<file path="config.mk">
export PLATFORM = sky130hd
export DESIGN_NAME = cmd_exec_sync_flat
export DESIGN_NICKNAME = d
export VERILOG_FILES = /design/src/rtl/cmd_exec_sync_if.sv /design/src/rtl/cmd_exec_sync.sv /design/src/flat_wrapper.sv
export SDC_FILE = /design/constraint.sdc
export NUM_CORES = 2
export LEC_CHECK = 0
export BUFFER_PORTS_ARGS = -buffer_cell sky130_fd_sc_hd__buf_2
export CAP_MARGIN = 20
export CORE_ASPECT_RATIO = 0.8
export CORE_MARGIN = 3
export CORE_UTILIZATION = 52
export CTS_BUF_LIST = sky130_fd_sc_hd__clkbuf_2 sky130_fd_sc_hd__clkbuf_4 sky130_fd_sc_hd__clkbuf_8
export DETAILED_ROUTE_END_ITERATION = 8
export PLACE_DENSITY = 0.71
export SLEW_MARGIN = 20
export SYNTH_ARGS = -nofsm -noshare
export SYNTH_HDL_FRONTEND = slang
export SYNTH_SLANG_ARGS = --single-unit
</file>
<file path="constraint.sdc">
create_clock -name CLK -period 8.25 [get_ports CLK]
set_clock_uncertainty 0.1 [all_clocks]
set_input_delay 1.65 -clock CLK [delete_from_list [all_inputs] [get_ports CLK]]
set_output_delay 1.65 -clock CLK [all_outputs]
set_load 0.05 [all_outputs]
</file>
<file path="src/rtl/cmd_exec_sync_if.sv">
// Command handshake between the command-memory writer (master) and the executor (slave).
// The writer presents a full command with a one-cycle DATA_WR strobe; REQ_COMM asks it for the next one.
interface cmd_exec_sync_if;
    logic        DATA_WR;
    logic [47:0] FREQ;
    logic [47:0] FREQ_STEP;
    logic [31:0] FREQ_RATE;
    logic [63:0] TIME_START;
    logic [15:0] N_impulse;
    logic [1:0]  TYPE_impulse;
    logic [31:0] Interval_Ti;
    logic [31:0] Interval_Tp;
    logic [31:0] Tblank1;
    logic [31:0] Tblank2;
    logic        REQ_COMM;

    modport master (
        output DATA_WR, FREQ, FREQ_STEP, FREQ_RATE, TIME_START, N_impulse,
               TYPE_impulse, Interval_Ti, Interval_Tp, Tblank1, Tblank2,
        input  REQ_COMM
    );

    modport slave (
        input  DATA_WR, FREQ, FREQ_STEP, FREQ_RATE, TIME_START, N_impulse,
               TYPE_impulse, Interval_Ti, Interval_Tp, Tblank1, Tblank2,
        output REQ_COMM
    );
endinterface

</file>
<file path="src/rtl/cmd_exec_sync.sv">
// Executes timed pulse bursts (IMP/BLANK gates, NCO frequency law) and requests the next command.
// All outputs registered, one cycle after the deciding edge; commands arriving mid-burst wait in a one-deep pending slot.
module cmd_exec_sync #(
    parameter int REQ_LEN = 4,
    parameter int CNT_W   = 32
) (
    input  logic           CLK,
    input  logic           rst,
    input  logic [63:0]    TIME,
    cmd_exec_sync_if.slave cmd,
    output logic           IMP,
    output logic           BLANK,
    output logic [47:0]    NCO_FREQ,
    output logic           BUSY,
    output logic           LATE
);
    localparam int RW = $clog2(REQ_LEN);

    typedef struct packed {
        logic [47:0] freq;
        logic [47:0] step;
        logic [31:0] rate;
        logic [63:0] tstart;
        logic [15:0] n;
        logic [1:0]  typ;
        logic [31:0] ti;
        logic [31:0] tp;
        logic [31:0] tb1;
        logic [31:0] tb2;
    } cmd_t;

    typedef enum logic [1:0] {S_IDLE, S_ARMED, S_PULSE, S_REQ} state_t;

    state_t           state_q, state_d;
    cmd_t             act_q, act_d, pend_q, pend_d, wr_cmd;
    logic             pend_vld_q, pend_vld_d, first_q, first_d;
    logic [CNT_W-1:0] pc_q, pc_d, rc_q, rc_d;
    logic [15:0]      idx_q, idx_d;
    logic [RW-1:0]    rcnt_q, rcnt_d;
    logic             imp_q, imp_d, blank_q, blank_d, req_q, req_d;
    logic             busy_q, busy_d, late_q, late_d;
    logic [47:0]      nco_q, nco_d;
    logic [CNT_W-1:0] ti_c, tb1_c, tb2_c, tp_m1, rate_m1, pc_nx;

    assign wr_cmd = '{freq: cmd.FREQ, step: cmd.FREQ_STEP, rate: cmd.FREQ_RATE,
                      tstart: cmd.TIME_START, n: cmd.N_impulse, typ: cmd.TYPE_impulse,
                      ti: cmd.Interval_Ti, tp: cmd.Interval_Tp, tb1: cmd.Tblank1, tb2: cmd.Tblank2};

    assign ti_c    = CNT_W'(act_q.ti);
    assign tb1_c   = CNT_W'(act_q.tb1);
    assign tb2_c   = CNT_W'(act_q.tb2);
    // Zero period / zero rate behave as one cycle.
    assign tp_m1   = (act_q.tp == '0)   ? '0 : CNT_W'(act_q.tp) - CNT_W'(1);
    assign rate_m1 = (act_q.rate == '0) ? '0 : CNT_W'(act_q.rate) - CNT_W'(1);
    assign pc_nx   = pc_q + CNT_W'(1);

    // Blank windows: leading Tblank1 and Tblank2 after IMP falls; period end clips both.
    function automatic logic blank_at(input logic [CNT_W-1:0] p, ti, tb1, tb2);
        return (p < tb1) || ((p >= ti) && ((p - ti) < tb2));
    endfunction

    always_comb begin
        state_d    = state_q;
        act_d      = act_q;
        pend_d     = pend_q;
        pend_vld_d = pend_vld_q;
        first_d    = first_q;
        pc_d       = pc_q;
        rc_d       = rc_q;
        idx_d      = idx_q;
        rcnt_d     = rcnt_q;
        imp_d      = 1'b0;
        blank_d    = 1'b0;
        req_d      = 1'b0;
        late_d     = 1'b0;
        busy_d     = busy_q;
        nco_d      = nco_q;
        case (state_q)
            S_IDLE: begin
                if (cmd.DATA_WR) begin
                    act_d   = wr_cmd;
                    state_d = S_ARMED;
                    first_d = 1'b1;
                    busy_d  = 1'b1;
                end
            end
            S_ARMED: begin
                if (cmd.DATA_WR) begin
                    act_d = wr_cmd;
                end else if (TIME >= act_q.tstart) begin
                    late_d  = first_q;
                    first_d = 1'b0;
                    idx_d   = '0;
                    pc_d    = '0;
                    rc_d    = '0;
                    nco_d   = act_q.freq;
                    if (act_q.n == '0) begin
                        state_d = S_REQ;
                        req_d   = 1'b1;
                        rcnt_d  = '0;
                    end else begin
                        state_d = S_PULSE;
                        imp_d   = (ti_c != '0);
                        blank_d = blank_at('0, ti_c, tb1_c, tb2_c);
                    end
                end else begin
                    first_d = 1'b0;
                end
            end
            S_PULSE: begin
                if (cmd.DATA_WR) begin
                    pend_d     = wr_cmd;
                    pend_vld_d = 1'b1;
                end
                if (act_q.typ == 2'd1 && imp_q) begin
                    if (rc_q == rate_m1) begin
                        rc_d  = '0;
                        nco_d = nco_q + act_q.step;
                    end else begin
                        rc_d = rc_q + CNT_W'(1);
                    end
                end
                if (pc_q == tp_m1) begin
                    if (idx_q == act_q.n - 16'd1) begin
                        state_d = S_REQ;
                        req_d   = 1'b1;
                        rcnt_d  = '0;
                    end else begin
                        idx_d   = idx_q + 16'd1;
                        pc_d    = '0;
                        rc_d    = '0;
                        imp_d   = (ti_c != '0);
                        blank_d = blank_at('0, ti_c, tb1_c, tb2_c);
                        if (act_q.typ == 2'd1) begin
                            nco_d = act_q.freq;
                        end else if (act_q.typ == 2'd2) begin
                            nco_d = nco_q + act_q.step;
                        end
                    end
                end else begin
                    pc_d    = pc_nx;
                    imp_d   = (pc_nx < ti_c);
                    blank_d = blank_at(pc_nx, ti_c, tb1_c, tb2_c);
                end
            end
            S_REQ: begin
                req_d = 1'b1;
                if (rcnt_q == RW'(REQ_LEN - 1)) begin
                    req_d   = 1'b0;
                    rcnt_d  = '0;
                    first_d = 1'b1;
                    // A strobe on the final REQ cycle is the newest command and goes straight to active.
                    if (cmd.DATA_WR) begin
                        act_d      = wr_cmd;
                        pend_vld_d = 1'b0;
                        state_d    = S_ARMED;
                    end else if (pend_vld_q) begin
                        act_d      = pend_q;
                        pend_vld_d = 1'b0;
                        state_d    = S_ARMED;
                    end else begin
                        state_d = S_IDLE;
                        busy_d  = 1'b0;
                    end
                end else begin
                    rcnt_d = rcnt_q + RW'(1);
                    if (cmd.DATA_WR) begin
                        pend_d     = wr_cmd;
                        pend_vld_d = 1'b1;
                    end
                end
            end
            default: state_d = S_IDLE;
        endcase
    end

    always_ff @(posedge CLK) begin
        if (rst) begin
            state_q    <= S_IDLE;
            act_q      <= '0;
            pend_q     <= '0;
            pend_vld_q <= 1'b0;
            first_q    <= 1'b0;
            pc_q       <= '0;
            rc_q       <= '0;
            idx_q      <= '0;
            rcnt_q     <= '0;
            imp_q      <= 1'b0;
            blank_q    <= 1'b0;
            req_q      <= 1'b0;
            busy_q     <= 1'b0;
            late_q     <= 1'b0;
            nco_q      <= '0;
        end else begin
            state_q    <= state_d;
            act_q      <= act_d;
            pend_q     <= pend_d;
            pend_vld_q <= pend_vld_d;
            first_q    <= first_d;
            pc_q       <= pc_d;
            rc_q       <= rc_d;
            idx_q      <= idx_d;
            rcnt_q     <= rcnt_d;
            imp_q      <= imp_d;
            blank_q    <= blank_d;
            req_q      <= req_d;
            busy_q     <= busy_d;
            late_q     <= late_d;
            nco_q      <= nco_d;
        end
    end

    assign IMP          = imp_q;
    assign BLANK        = blank_q;
    assign NCO_FREQ     = nco_q;
    assign BUSY         = busy_q;
    assign LATE         = late_q;
    assign cmd.REQ_COMM = req_q;
endmodule

</file>
<file path="src/flat_wrapper.sv">
// flat-port wrapper written by rule: the top's interface ports become plain ports
module cmd_exec_sync_flat 
#(
    parameter int REQ_LEN = 4,
    parameter int CNT_W   = 32
)
  (CLK, rst, TIME, IMP, BLANK, NCO_FREQ, BUSY, LATE, cmd_DATA_WR, cmd_FREQ, cmd_FREQ_STEP, cmd_FREQ_RATE, cmd_TIME_START, cmd_N_impulse, cmd_TYPE_impulse, cmd_Interval_Ti, cmd_Interval_Tp, cmd_Tblank1, cmd_Tblank2, cmd_REQ_COMM);
  cmd_exec_sync_if cmd_i ();
  input  logic CLK;
  input  logic rst;
  input  logic [63:0] TIME;
  output logic IMP;
  output logic BLANK;
  output logic [47:0] NCO_FREQ;
  output logic BUSY;
  output logic LATE;
  input wire logic [$bits(cmd_i.DATA_WR)-1:0] cmd_DATA_WR;
  input wire logic [$bits(cmd_i.FREQ)-1:0] cmd_FREQ;
  input wire logic [$bits(cmd_i.FREQ_STEP)-1:0] cmd_FREQ_STEP;
  input wire logic [$bits(cmd_i.FREQ_RATE)-1:0] cmd_FREQ_RATE;
  input wire logic [$bits(cmd_i.TIME_START)-1:0] cmd_TIME_START;
  input wire logic [$bits(cmd_i.N_impulse)-1:0] cmd_N_impulse;
  input wire logic [$bits(cmd_i.TYPE_impulse)-1:0] cmd_TYPE_impulse;
  input wire logic [$bits(cmd_i.Interval_Ti)-1:0] cmd_Interval_Ti;
  input wire logic [$bits(cmd_i.Interval_Tp)-1:0] cmd_Interval_Tp;
  input wire logic [$bits(cmd_i.Tblank1)-1:0] cmd_Tblank1;
  input wire logic [$bits(cmd_i.Tblank2)-1:0] cmd_Tblank2;
  output wire logic [$bits(cmd_i.REQ_COMM)-1:0] cmd_REQ_COMM;
  assign cmd_i.DATA_WR = cmd_DATA_WR;
  assign cmd_i.FREQ = cmd_FREQ;
  assign cmd_i.FREQ_STEP = cmd_FREQ_STEP;
  assign cmd_i.FREQ_RATE = cmd_FREQ_RATE;
  assign cmd_i.TIME_START = cmd_TIME_START;
  assign cmd_i.N_impulse = cmd_N_impulse;
  assign cmd_i.TYPE_impulse = cmd_TYPE_impulse;
  assign cmd_i.Interval_Ti = cmd_Interval_Ti;
  assign cmd_i.Interval_Tp = cmd_Interval_Tp;
  assign cmd_i.Tblank1 = cmd_Tblank1;
  assign cmd_i.Tblank2 = cmd_Tblank2;
  assign cmd_REQ_COMM = cmd_i.REQ_COMM;
  cmd_exec_sync #(.REQ_LEN(REQ_LEN), .CNT_W(CNT_W)) u_core (.CLK(CLK), .rst(rst), .TIME(TIME), .cmd(cmd_i), .IMP(IMP), .BLANK(BLANK), .NCO_FREQ(NCO_FREQ), .BUSY(BUSY), .LATE(LATE));
endmodule
</file>
==> Word level (Yosys, flattened, before mapping) <==
Index checks and enable logic that the tools add are counted.
Widths: inputs -> output; s select.
{ "word_totals": {"regBits": 815, "memories": 0, "word_cells": 184, "in_bits": 405, "romBits": 0, "out_inout_bits": 53, "ramBits": 0, "latchBits": 0} }
{ "classes": {"n_mul": 0, "n_lt_le_gt_ge": 8, "n_div": 0, "n_eq_ne": 23, "bitwise_logic": 2, "n_reduce_logical": 27, "shifts": 0, "n_mux": 81, "n_addsub": 10} }
{ "ops": {"columns": ["op", "count"], "rows": [
  ["$mux 338", 6],
  ["$pmux 338 s2", 2],
  ["$mux 48", 8],
  ["$mux 32", 10],
  ["$lt 32x32->1", 4],
  ["$pmux 32 s2", 2],
  ["$pmux 48 s2", 1],
  ["$add 32x1->32 const B", 2],
  ["$eq 32x32->1", 2],
  ["$ge 64x64->1", 1],
  ["$logic_not 32->1", 2],
  ["$mux 16", 4],
  ["$sub 32x1->32 const B", 2],
  ["$add 48x48->48", 1],
  ["$ge 1x32->1 const A", 1],
  ["$ge 32x32->1", 1],
  ["$lt 1x32->1 const A", 1],
  ["$pmux 16 s2", 1],
  ["$reduce_bool 32->1", 1],
  ["$sub 1x32->32 const A", 1],
  ["$sub 32x32->32", 1],
  ["$mux 1", 26],
  ["$mux 2", 13],
  ["$add 16x1->16 const B", 1],
  ["27 further kinds", 57]
]} }

==> Longest topological paths before layout <==
{ "depth": {"word_depth": 10, "mapped_depth": 30, "depth_no_buf": 28} }

==> Least setup slack after synthesis <==
OpenSTA, ideal clock, no wires.
{ "synth_timing": {"kind": "register to register", "from": "register u_core.pc_q[1]", "to": "register u_core.blank_q (netlist: u_core.BLANK)", "synth_period_minus_slack_ns": 5.578, "n_path_buf": 2, "arrival_time_ns": 5.419, "required_ns": 8.091, "setup_time_ns": 0.059, "path_slack_ns": 2.672, "stages_incl_launch_ff": 31, "path_cell_list": "dfxtp_1 ha_1 and3_1 and3_1 clkbuf_1 nand2_1 or4_1 clkbuf_1 inv_1 nand3_1 xnor2_1 ha_1 a21oi_1 nor2b_1 o21ai_0 nand2b_1 a21oi_1 o21bai_1 a221oi_1 o21ai_0 a21o_1 a21oi_1 xnor2_1 ha_1 a21o_1 a21oi_1 o21ai_0 a21oi_1 o21ai_0 o22ai_1 a22o_1"} }
{ "synth_via": {"elab_chain_len": 7, "word_cells_on_any_way": 10, "classes_between": "add/sub (2); order compare (3); eq/ne (1); mux (2); reduce/logical (2)"} }
{ "synth_lines": {"columns": ["element", "line_no", "text"], "rows": [
  ["start, declared", "cmd_exec_sync.sv:37", "logic [CNT_W-1:0] pc_q, pc_d, rc_q, rc_d;"],
  ["start signal, assigned", "cmd_exec_sync.sv:200", "pc_q <= pc_d;"],
  ["$add 32x1->32", "cmd_exec_sync.sv:55", "assign pc_nx = pc_q + CNT_W'(1);"],
  ["$sub 32x32->32", "cmd_exec_sync.sv:59", "return (p < tb1) || ((p >= ti) && ((p - ti) < tb2));"],
  ["$lt 32x32->1", "cmd_exec_sync.sv:59", null],
  ["$logic_and 1x1->1", "cmd_exec_sync.sv:59", null],
  ["$logic_or 1x1->1", "cmd_exec_sync.sv:59", null],
  ["$mux 1 (*)", "cmd_exec_sync.sv:123", "if (pc_q == tp_m1) begin"],
  ["$pmux 1 s2 (*)", "cmd_exec_sync.sv:78", "case (state_q)"],
  ["end signal, assigned", "cmd_exec_sync.sv:205", "blank_q <= blank_d;"],
  ["end, declared", "cmd_exec_sync.sv:40", "logic imp_q, imp_d, blank_q, blank_d, req_q, req_d;"]
]} }
Mark *: on every way between the ends. The rest lies on a longest branch, timed or not.
A chain may end at the register's enable or synchronous reset.

==> Worst setup path after layout <==
{ "layout_timing": {"from": "register u_core.pc_q[0]", "to": "register u_core.blank_q (netlist: u_core.BLANK)"} }
The elaborated chain is that of the path after synthesis.

==> impl_metrics.csv <==
group,metric,value,unit
placed_design,placed_area,49500,sq um
sta,whs,339,ps
sta,slew_headroom,0.171,
logic_synthesis,synthDistinctLibCells,92,
power_and_ir_drop,peakVddDrop,0.000184,V
placed_design,globalplace.congestion,0.992,
logic_synthesis,syn_area,47000,sq um
layout,fin_area,52400,sq um
layout,regArea,16300,sq um
cts,cts_tree,"done",
grt,grt_usage,0.317,
die,rows,97,
die,initial_core_util,0.530,
cts,cts.hold.buffers_added,0,
sta,final.setup.tns,0,ps
placed_design,io_buffers,457,
layout,fillers,8310,
layout,drive_above_1_share,0.118,
route,drt.antenna.violating_nets,0,
layout,area_delta_synth_final,11.5,%
die,die_x,342,microns
die,core,88600,sq um
cts,cts-buffers-inserted,135,
die,die_area,94000,sq um
worst_setup_path,rrSetupSlack,1740,ps
logic_synthesis,ys_ff_latch,815,
worst_setup_path,crit_arrival,7170,ps
cts,clkSlewWorstSetupHoldPaths,70,ps
logic_synthesis,synthCells,6346,
cts,h-tree-depth,4,
placed_design,place_hpwl,110000,microns
route,drt_iter0_drc,4944,
grt,grt_antenna_before_repair,10,
logic_synthesis,synth_edf_count,0,
route,first_pass_iters,6,
route,drc,0,
sta,period_share,0.789,
worst_setup_path,end_kind,"flip-flop",
route,wire_per_inst,20.0,microns
cts,post_cts_resized,0,
worst_setup_path,cp.required,8910,ps
die,die_h,275,microns
logic_synthesis,seq_area_frac_synth,0.347,
worst_setup_path,crit_slowest_cell,"or4_1",
min_path,hold_path_class,"reg -> reg",
logic_synthesis,synth_warnings,0,
logic_synthesis,syn-num-nets,7001,
grt,grt_pass1_vias,41758,
sta,setup_violations,0,
worst_setup_path,reg2reg_from,"u_core.pc_q[0]$_SDFFE_PP0P_",
worst_setup_path,path_class,"reg -> reg",
grt,grt_max_degree,219,
min_path,min_to,"u_core.act_q[157]$_SDFFE_PP0P_",
logic_synthesis,synth_ff_type,"dfxtp_1",
logic_synthesis,synth_top_area_frac,0.347,
route,via_per_inst,5.99,
worst_setup_path,crit_fanout,10,
power_and_ir_drop,power_density,305,nW/um^2
grt,grt_pass1_wl,239000,microns
min_path,hp-start,"u_core.pend_q[157]$_SDFFE_PP0P_",
sta,worst_pin_slew,1240,ps
sta,hold_viol,0,
cts,insertion_delay,830,ps
worst_setup_path,cp_common_cell,"a21oi_1",
grt,overflow,0,
sta,finalCriticalPeriod,6510,ps
power_and_ir_drop,total_power,16000,uW
layout,nets,7175,
placed_design,dp_cells,7571,
die,io_pins,458,
worst_setup_path,r2r_cells,28,
cts,cts_root_buffer,"clkbuf_8",
cts,postCtsSetupBuffers,0,
worst_setup_path,r2r-end,"u_core.BLANK$_SDFF_PP0_",
logic_synthesis,syn_area_per_cell,7.41,sq um
layout,multiInputGateArea,28100,sq um
min_path,hold_depth,2,
layout,finalNonFillerCells,7818,
worst_setup_path,critPathLaunchType,"flip-flop",
sta,slew_violations,0,
cts,cts.sinks,815,
route,routed-via-count,46793,
cts,cts.path.max_buffers,3,
flow_run,drv_cap,0,
power_and_ir_drop,leakage,0.0205,uW
logic_synthesis,synth_area_leaders,"dfxtp_1 35%, nand2_1 12%, a311oi_1 7.0%",
outcome,status,"complete, no violations",
sta,rsz0062_at_grt,"false",
worst_setup_path,max_stage_delay,650,ps
logic_synthesis,yosys.area.top_type,"dfxtp_1",
route,wirelength,156000,microns
logic_synthesis,synthArstFlopShare,0,
sta,max_clock_freq,154,MHz
==> worst max-delay path by stage <==
stage | start | endpoint | slack [ps] | cells after the start
2_1_floorplan | u_core.pc_q[1]$_SDFFE_PP0P_ | u_core.BLANK$_SDFF_PP0_ | 2670 | 30
3_3_place_gp | u_core.pc_q[0]$_SDFFE_PP0P_ | u_core.BLANK$_SDFF_PP0_ | 2000 | 28
3_5_place_dp | u_core.pc_q[0]$_SDFFE_PP0P_ | u_core.BLANK$_SDFF_PP0_ | 1910 | 28
4_1_cts | u_core.pc_q[0]$_SDFFE_PP0P_ | u_core.BLANK$_SDFF_PP0_ | 1840 | 28
5_1_grt | u_core.pc_q[0]$_SDFFE_PP0P_ | u_core.BLANK$_SDFF_PP0_ | 1240 | 28
6_report | u_core.pc_q[0]$_SDFFE_PP0P_ | u_core.BLANK$_SDFF_PP0_ | 1740 | 28
==> Yosys cell counts, types with 15 or more instances <==
cell type	number
nor3_1	98
ha_1	248
or3_1	70
o31ai_1	23
nand4_1	72
clkbuf_1	439
and3_1	39
o22ai_1	17
a21oi_1	564
o21ai_0	159
nor4_1	67
and2_1	15
nand2_1	1545
a211oi_1	25
inv_1	245
buf_1	16
nand3_1	100
a31oi_1	29
nor2b_1	24
a22oi_1	21
nor2_1	566
o21ai_1	20
a311oi_1	377
nand2b_1	43
xnor2_1	145
o21a_1	23
o211ai_1	22
or4_1	40
a21o_1	74
mux2i_1	37
dfxtp_1	815
o21bai_1	18
xor2_1	73
==> critical path, delay by kind of cell (launching register included) <==
family | cells | cell delay (ps)
buffers and inverters | 1 | 150
AND/OR/NAND/NOR | 7 | 1560
XOR/XNOR | 2 | 530
flip-flops | 1 | 550
AO/OA/AOI/OAI | 15 | 2640
adder cells (fa/ha/maj) | 3 | 930
==> cells by family after synthesis <==
logic type,synth area share
simple gates,0.254
compound gates,0.222
flops,0.347
buf+inv,0.0572
fa+ha+maj,0.0669
xor+xnor,0.0416
mux,0.0110
==> registers in the layout, summed over array words and instances (netlist names) <==
signal and flops:
u_core.tb1_c 32, u_core.rc_q 32, u_core.act_q 242, u_core.pend_q 338
u_core.ti_c 32, u_core.state_q 2, u_core.idx_q 16, u_core.pend_vld_q 1
u_core.pc_q 32, u_core.tb2_c 32, u_core.LATE 1, u_core.rcnt_q 2
u_core.IMP 1, u_core.first_q 1, u_core.cmd.REQ_COMM 1, u_core.NCO_FREQ 48
u_core.BUSY 1, u_core.BLANK 1
==> final cells by class <==
class,count,share of cell area
clock inverters,25,0.00463
inverters,247,0.0177
multi-input cells,4819,0.536
clock buffers,207,0.0495
repair buffers,502,0.0519
diodes,15,0.000716
flip-flops and latches,815,0.311
well taps,1188,0.0284
==> per-stage QoR <==
step	util	setup slack, ps
floorplan	-	2670
global placement	0.559	2000
detailed placement	0.559	1910
CTS	0.591	1840
global route	0.591	1240
finish	0.592	1740
==> power breakdown <==
group / internal (uW) / switching, uW
registers: 4790 / 923
clock network: 2070 / 1730
logic: 2380 / 4080
total: 9240 / 6730
==> layer usage <==
| metal | global-route usage | wire, microns |
|---|---|---|
| met5 | 0 | 27 |
| met4 | 0.101 | 4590 |
| met3 | 0.0785 | 15200 |
| met2 | 0.465 | 65800 |
| met1 | 0.455 | 70400 |
==> layout by cell type (no fill, tap or decap), types with 65 or more instances in the layout <==
cell / count
or3_1: 70
o21ai_0: 158
ha_1: 247
nor4_1: 65
a21oi_1: 562
inv_1: 245
nand3_1: 100
xnor2_1: 145
a21o_1: 74
nand4_1: 72
buf_2: 456
clkbuf_8: 166
xor2_1: 73
nor3_1: 98
nand2_1: 1545
a311oi_1: 377
nor2_1: 565
dfxtp_1: 815
Power figures use the tool's default switching activity.
